<file path="src/rtl/mat_result_streamer_if.sv">
// Bundle of the matrix-capture and element-stream signals of the
// matrix result streamer. The slave modport is the streamer itself. The master
// modport is the environment around it: it supplies the matrix and consumes
// the element stream.
interface mat_result_streamer_if #(
    parameter int W    = 12,
    parameter int ROWS = 5,
    parameter int COLS = 4
);
    localparam int BUS_W = ROWS * COLS * W;
    localparam int ROW_W = (ROWS > 1) ? $clog2(ROWS) : 1;
    localparam int COL_W = (COLS > 1) ? $clog2(COLS) : 1;

    logic [BUS_W-1:0] c_in;
    logic             c_valid;
    logic             c_ready;
    logic [W-1:0]     out_data;
    logic [ROW_W-1:0] out_row;
    logic [COL_W-1:0] out_col;
    logic             out_last;
    logic             out_valid;
    logic             out_ready;
    logic [7:0]       frame_cnt;

    modport master (
        output c_in, c_valid, out_ready,
        input  c_ready, out_data, out_row, out_col, out_last, out_valid, frame_cnt
    );

    modport slave (
        input  c_in, c_valid, out_ready,
        output c_ready, out_data, out_row, out_col, out_last, out_valid, frame_cnt
    );
endinterface

</file>
<file path="src/rtl/mat_result_streamer.sv">
// Matrix result streamer: captures a packed ROWS x COLS result matrix in one
// cycle and streams it out element by element in row-major order over a
// valid/ready handshake. Capturing the next matrix during the last beat of the
// current one gives back-to-back frames with no bubble.
module mat_result_streamer #(
    parameter int W    = 12,
    parameter int ROWS = 5,
    parameter int COLS = 4
) (
    input  logic                  clk,
    input  logic                  rst,
    mat_result_streamer_if.slave  s_if
);
    localparam int NELEM = ROWS * COLS;
    localparam int BUS_W = NELEM * W;
    localparam int K_W   = (NELEM > 1) ? $clog2(NELEM) : 1;
    localparam int ROW_W = (ROWS > 1) ? $clog2(ROWS) : 1;
    localparam int COL_W = (COLS > 1) ? $clog2(COLS) : 1;

    localparam logic [K_W-1:0]   K_LAST   = K_W'(NELEM - 1);
    localparam logic [COL_W-1:0] COL_LAST = COL_W'(COLS - 1);

    typedef enum logic {
        IDLE   = 1'b0,
        STREAM = 1'b1
    } state_t;

    state_t           state_q, state_d;
    logic [K_W-1:0]   k_q, k_d;
    logic [ROW_W-1:0] row_q, row_d;
    logic [COL_W-1:0] col_q, col_d;
    logic [7:0]       frame_cnt_q, frame_cnt_d;
    logic [W-1:0]     buf_q [NELEM];

    logic             capture;
    logic             c_ready;
    logic             is_last;

    // k reaching the final element marks the last beat of the frame
    always_comb begin
        is_last = (k_q == K_LAST);
    end

    // Next-state logic: capture, beat advance, end-of-frame handoff
    always_comb begin
        state_d     = state_q;
        k_d         = k_q;
        row_d       = row_q;
        col_d       = col_q;
        frame_cnt_d = frame_cnt_q;
        c_ready     = 1'b0;
        capture     = 1'b0;

        case (state_q)
            IDLE: begin
                c_ready = 1'b1;
                if (s_if.c_valid) begin
                    capture = 1'b1;
                    state_d = STREAM;
                    k_d     = '0;
                    row_d   = '0;
                    col_d   = '0;
                end
            end

            STREAM: begin
                if (s_if.out_ready) begin
                    if (is_last) begin
                        // Last beat: the buffer is free, so a waiting matrix
                        // can be taken in the same cycle.
                        c_ready     = 1'b1;
                        frame_cnt_d = frame_cnt_q + 8'd1;
                        k_d         = '0;
                        row_d       = '0;
                        col_d       = '0;
                        if (s_if.c_valid) begin
                            capture = 1'b1;
                        end else begin
                            state_d = IDLE;
                        end
                    end else begin
                        k_d = k_q + K_W'(1);
                        if (col_q == COL_LAST) begin
                            col_d = '0;
                            row_d = row_q + ROW_W'(1);
                        end else begin
                            col_d = col_q + COL_W'(1);
                        end
                    end
                end
            end

            default: begin
                state_d = IDLE;
            end
        endcase
    end

    // Control state register with asynchronous reset
    always_ff @(posedge clk or posedge rst) begin
        if (rst) begin
            state_q     <= IDLE;
            k_q         <= '0;
            row_q       <= '0;
            col_q       <= '0;
            frame_cnt_q <= '0;
        end else begin
            state_q     <= state_d;
            k_q         <= k_d;
            row_q       <= row_d;
            col_q       <= col_d;
            frame_cnt_q <= frame_cnt_d;
        end
    end

    // Frame buffer: unpack the row-major bus (element 0 in the MSBs); no reset needed
    always_ff @(posedge clk) begin
        if (capture) begin
            for (int i = 0; i < NELEM; i++) begin
                buf_q[i] <= s_if.c_in[BUS_W-1-W*i -: W];
            end
        end
    end

    // Stream outputs come only from registered state, so they hold during stalls
    assign s_if.out_valid = (state_q == STREAM);
    assign s_if.out_data  = (state_q == STREAM) ? buf_q[k_q] : '0;
    assign s_if.out_row   = row_q;
    assign s_if.out_col   = col_q;
    assign s_if.out_last  = (state_q == STREAM) && is_last;
    assign s_if.c_ready   = c_ready;
    assign s_if.frame_cnt = frame_cnt_q;

endmodule

</file>
<file path="src/flat_wrapper.sv">
// flat-port wrapper written by rule: the top's interface ports become plain ports
module mat_result_streamer_flat 
#(
    parameter int W    = 12,
    parameter int ROWS = 5,
    parameter int COLS = 4
)
  (clk, rst, s_if_c_in, s_if_c_valid, s_if_out_ready, s_if_c_ready, s_if_out_data, s_if_out_row, s_if_out_col, s_if_out_last, s_if_out_valid, s_if_frame_cnt);
  mat_result_streamer_if #(.W(W), .ROWS(ROWS), .COLS(COLS)) s_if_i ();
  input  logic clk;
  input  logic rst;
  input wire logic [$bits(s_if_i.c_in)-1:0] s_if_c_in;
  input wire logic [$bits(s_if_i.c_valid)-1:0] s_if_c_valid;
  input wire logic [$bits(s_if_i.out_ready)-1:0] s_if_out_ready;
  output wire logic [$bits(s_if_i.c_ready)-1:0] s_if_c_ready;
  output wire logic [$bits(s_if_i.out_data)-1:0] s_if_out_data;
  output wire logic [$bits(s_if_i.out_row)-1:0] s_if_out_row;
  output wire logic [$bits(s_if_i.out_col)-1:0] s_if_out_col;
  output wire logic [$bits(s_if_i.out_last)-1:0] s_if_out_last;
  output wire logic [$bits(s_if_i.out_valid)-1:0] s_if_out_valid;
  output wire logic [$bits(s_if_i.frame_cnt)-1:0] s_if_frame_cnt;
  assign s_if_i.c_in = s_if_c_in;
  assign s_if_i.c_valid = s_if_c_valid;
  assign s_if_i.out_ready = s_if_out_ready;
  assign s_if_c_ready = s_if_i.c_ready;
  assign s_if_out_data = s_if_i.out_data;
  assign s_if_out_row = s_if_i.out_row;
  assign s_if_out_col = s_if_i.out_col;
  assign s_if_out_last = s_if_i.out_last;
  assign s_if_out_valid = s_if_i.out_valid;
  assign s_if_frame_cnt = s_if_i.frame_cnt;
  mat_result_streamer #(.W(W), .ROWS(ROWS), .COLS(COLS)) u_core (.clk(clk), .rst(rst), .s_if(s_if_i));
endmodule
</file>
<file path="config.mk">
export PLATFORM = sky130hd
export DESIGN_NAME = mat_result_streamer_flat
export DESIGN_NICKNAME = d
export VERILOG_FILES = /design/src/rtl/mat_result_streamer_if.sv /design/src/rtl/mat_result_streamer.sv /design/src/flat_wrapper.sv
export SDC_FILE = /design/constraint.sdc
export NUM_CORES = 1
export LEC_CHECK = 0
export BUFFER_PORTS_ARGS = -buffer_cell sky130_fd_sc_hd__buf_2
export CAP_MARGIN = 20
export CORE_ASPECT_RATIO = 2
export CORE_MARGIN = 2
export CORE_UTILIZATION = 53
export DETAILED_ROUTE_END_ITERATION = 12
export PLACE_DENSITY = 0.8
export SYNTH_ARGS = -nofsm -noshare
export SYNTH_HDL_FRONTEND = slang
export SYNTH_SLANG_ARGS = --single-unit
</file>
<file path="constraint.sdc">
create_clock -name clk -period 27.6 [get_ports clk]
set_input_delay 0 -clock clk [delete_from_list [all_inputs] [get_ports clk]]
set_output_delay 0 -clock clk [all_outputs]
set_load 0.005 [all_outputs]
</file>
==> results of run 1 <==
-- cell families after synthesis --
logic type	Yosys count	share of synthesized area
flops	259	0.740
fa+ha+maj	4	0.00482
simple gates	111	0.0569
xor+xnor	8	0.00675
mux	112	0.125
buf+inv	36	0.0211
compound gates	66	0.0449
-- through the flow --
step / utilization / instances / setup WS [ns]
after detailed placement: 0.619 / 1101 / 23.13
after global placement: 0.619 / 1101 / 23.25
after floorplan: - / 596 / 15.15
-- Yosys cell counts, types with 5 or more instances --
cell / count / area share
a21oi_1: 15 / 0.0072
a22oi_1: 25 / 0.018
nand3_1: 30 / 0.014
a21oi_2: 10 / 0.0084
dfrtp_1: 19 / 0.046
buf_4: 8 / 0.0058
edfxtp_1: 240 / 0.69
buf_2: 18 / 0.0087
mux2i_1: 98 / 0.095
nand4_1: 5 / 0.0030
nand2_1: 45 / 0.016
mux4_2: 5 / 0.011
xnor2_1: 6 / 0.0051
mux4_1: 7 / 0.018
nand3_2: 8 / 0.0077
==> out/metrics.cfg, run 1 <==
[synthesis]
mappedNetlistArea_mm2 = 0.0104
synth_edf_count = 240
synthCells = 596
synthFlopType = edfxtp_1
synth_cell_types = 45
yosys_register_bits = 259
yosysSeqAreaShare = 0.740
postSynthAreaPerCell_um2 = 17.4
synth_fp_nets = 844
synth_async_sr_flop_share = 0.0734
ys_warn_count = 0

[floorplan]
die_w_um = 103
die_h_um = 202
ios = 272
rows = 72
initial_core_util = 0.538

[cts]
postCtsSetupRepairBufs = 0
clockRootBuffer = clkbuf_16
hold_buffers = 229
cts_sinks = 259
h-tree-depth = 1
cts_made_buffers = 22
ctsResizeCount = 0
clockBufferDepth = 3

[run_status]
haltStage = 4_1_cts
firstError = [ERROR RSZ-0060] Max buffer count reached.
status = aborted with a tool error

[placement]
io_buffers = 271
gp_congestion = 0.844
placed_area_mm2 = 0.0119
dp_hpwl_um = 16700

==> run 2, diff against run 1 <==
- CORE_ASPECT_RATIO: 2 -> not set
- CORE_UTILIZATION: 53 -> 38
- PLACE_DENSITY: 0.8 -> not set
- PLACE_DENSITY_LB_ADDON: not set -> 0.15
==> out/metrics.cfg, run 2 <==
[worst_setup_path]
setup.worst_path.start_class = register
slowest_delay_ns = 1.01
timing.critical_path.cells = ha_1 > and4bb_2 > a21boi_1 > nor2b_4 > buf_4 > buf_4
slowest_stage = dfrtp_1
cp.required_ns = 27.75
worstSetupPathDepth = 6
reg2reg_depth = 6
critPathMostFrequentCell = buf_4
crit_buf_inv = 2
crit_type = register to register
endpoint_kind = register
critical-path-top-delay-family = buffers and inverters
cp_data_arrival_time_ns = 4.76
worst-path-max-fanout = 82

[detailed_routing]
antenna_left = 0
wl_per_cell_um = 19.6
drt_pass1_iterations = 5
viasPerCell = 4.81
wirelength_um = 29100
routed-via-count = 7145
drt-initial-drc-count = 373
drc = 0

[synthesis]
yosysSeqAreaShare = 0.740
synthMostInstantiatedCell = edfxtp_1
yosys_register_bits = 259
yosysTopAreaCell = edfxtp_1
synthFlopType = edfxtp_1
postSynthAreaPerCell_um2 = 17.4
synth_edf_count = 240
ys_top_cells_by_area = edfxtp_1 69%, mux2i_1 9.5%, dfrtp_1 4.6%
synth_async_sr_flop_share = 0.0734
synth_fp_nets = 844
synth_cell_types = 45
netlist.area_leader.share = 0.694
ys_top_cells_by_count = 240 x edfxtp_1, 98 x mux2i_1, 45 x nand2_1
ys_warn_count = 0
synthCells = 596
mappedNetlistArea_mm2 = 0.0104

[run_status]
status = finished clean

[cells_and_area]
mostFrequentLayoutCells = 271 x buf_2, 243 x dlygate4sd3_1, 240 x edfxtp_1, 98 x mux2i_1, 45 x nand2_1
largest_reg_flops = 240
drive_gt1_frac = 0.315
final_common_cell = buf_2
fin_util = 0.573
area_growth_pct = 48.5
fillers = 2109
top_register = u_core.buf_q
nets = 1366

[timing]
fmax_mhz = 217
tns_ns = 0
slew_headroom = 0.300
period_share = 0.167
maxSlewViolCount = 0
setup_viol = 0
skew_ns = 0.0137
worst_slew_pin_slew_ns = 1.05
rsz0062_at_grt = false
min_period_ns = 4.61
finalHoldViolCount = 0

[placement]
io_buffers = 271
gp_congestion = 0.755
dp_hpwl_um = 18100

[pwr]
p_int_w = 0.000839
p_clk_frac = 0.310
p_sw_frac = 0.305
p_switching_w = 0.000368
comb_power_share = 0.282
p_per_area_mw_per_mm2 = 78.3
ir_drop_mv = 0.0473
seq_power_share = 0.408
p_leak_nw = 6.09

[floorplan]
initial_core_util = 0.386
coreArea_mm2 = 0.0269
die_area_mm2 = 0.0286
die_w_um = 169
die_h_um = 169
ios = 272
rows = 60

[min_path]
hold_path_class = input port to async pin

[cts]
cts_sinks = 259
cts_tree = built
postCtsSetupRepairBufs = 0
h-tree-depth = 1
clockRootBuffer = clkbuf_16
cts_made_buffers = 29
clockBufferDepth = 3
clk_latency_ns = 0.54
clk_pin_slew_ns = 0.06

[global_route]
grt_max_degree = 85
grt_pass1_wl_um = 42700
grt_pass1_vias = 7608
grt.total_usage = 0.198
grt_overflow_total = 0
antenna_found_initial = 4

[job]
cap_viol_max_count = 0

[run 2: final timing paths]
path	startpoint	to	slack, ns
setup / recovery	u_core.k_q[0]$_DFFE_PP0P_	u_core.buf_q[17][2]$_DFFE_PP_	22.99
max in group asynchronous	rst	u_core.k_q[1]$_DFFE_PP0P_	26.86
min in group clk	s_if_c_in[47]	u_core.buf_q[16][11]$_DFFE_PP_	0.17
hold reg to reg	u_core.s_if.frame_cnt[7]$_DFFE_PP0P_	u_core.s_if.frame_cnt[7]$_DFFE_PP0P_	0.47
hold / removal	rst	u_core.s_if.out_row[0]$_DFFE_PP0P_	0.16
setup reg to reg	u_core.k_q[0]$_DFFE_PP0P_	u_core.buf_q[17][2]$_DFFE_PP_	22.99
[run 2: repair_timing]
action | 4_1_cts | 5_1_grt
hold buffers | 243 | 0
endpoints found under the hold margin | 266 | 0
resized for setup | 0 | 0
[run 2: kinds of logic after synthesis]
group	after synthesis	synth area share
AO/OA/AOI/OAI	66	0.0449
XOR/XNOR	8	0.00675
adder cells (fa/ha/maj)	4	0.00482
buffers and inverters	36	0.0211
flip-flops	259	0.740
multiplexers	112	0.125
AND/OR/NAND/NOR	111	0.0569
[run 2: cell type report]
| class | instances | area, um2 | area share |
|---|---|---|---|
| multi-input cells | 301 | 2490 | 0.162 |
| clock buffers | 31 | 733 | 0.0476 |
| well taps | 341 | 427 | 0.0277 |
| diodes | 4 | 10.0 | 0.000650 |
| repair buffers | 523 | 3860 | 0.250 |
| flip-flops and latches | 259 | 7690 | 0.499 |
| clock inverters | 22 | 191 | 0.0124 |
| inverters | 4 | 15.0 | 0.000974 |
[run 2: worst reg2reg max path, stage by stage (launching register included)]
cell	delay, ns
dfrtp_1	1.01
ha_1	0.39
and4bb_2	0.36
a21boi_1	0.16
nor2b_4	0.71
buf_4	0.63
buf_4	0.94
[run 2: power groups by stage]
stage | Combinational, W | Clock [W] | Sequential [W]
final | 0.000341 | 0.000374 | 0.000492
after global routing | 0.000369 | 0.000397 | 0.000496
after CTS | 0.000344 | 0.000383 | 0.000492
after detailed placement | 0.000315 | 0 | 0.000501
after global placement | 0.000315 | 0 | 0.000499
after floorplan | 0.000220 | 0 | 0.000495
[run 2: through the flow]
stage                     power, W  cell area [um2]  worst slack (ns)  std cells  hold WS, ns
after global routing       0.00126            15400             22.59       1485        0.155
after CTS                  0.00122            15400             22.88       1481        0.136
after floorplan           0.000715            10400             15.15        596      -0.0489
final                      0.00121            15400             22.99       1485        0.160
after detailed placement  0.000816            12000             22.89       1185        0.178
after global placement    0.000815            12000             23.03       1185        0.177
[run 2: routing by layer]
| layer | global-route usage | vias up | part of all wire | wire [um] |
|---|---|---|---|---|
| met1 | 0.256 | 3476 | 0.42 | 12300 |
| met2 | 0.344 | 234 | 0.51 | 14700 |
| met5 | 0 | - | 0 | 0 |
| met3 | 0.0313 | 47 | 0.048 | 1390 |
| met4 | 0.0572 | 0 | 0.022 | 649 |
| li1 | - | 3388 | - | - |
(Power assumes the default switching activity.)
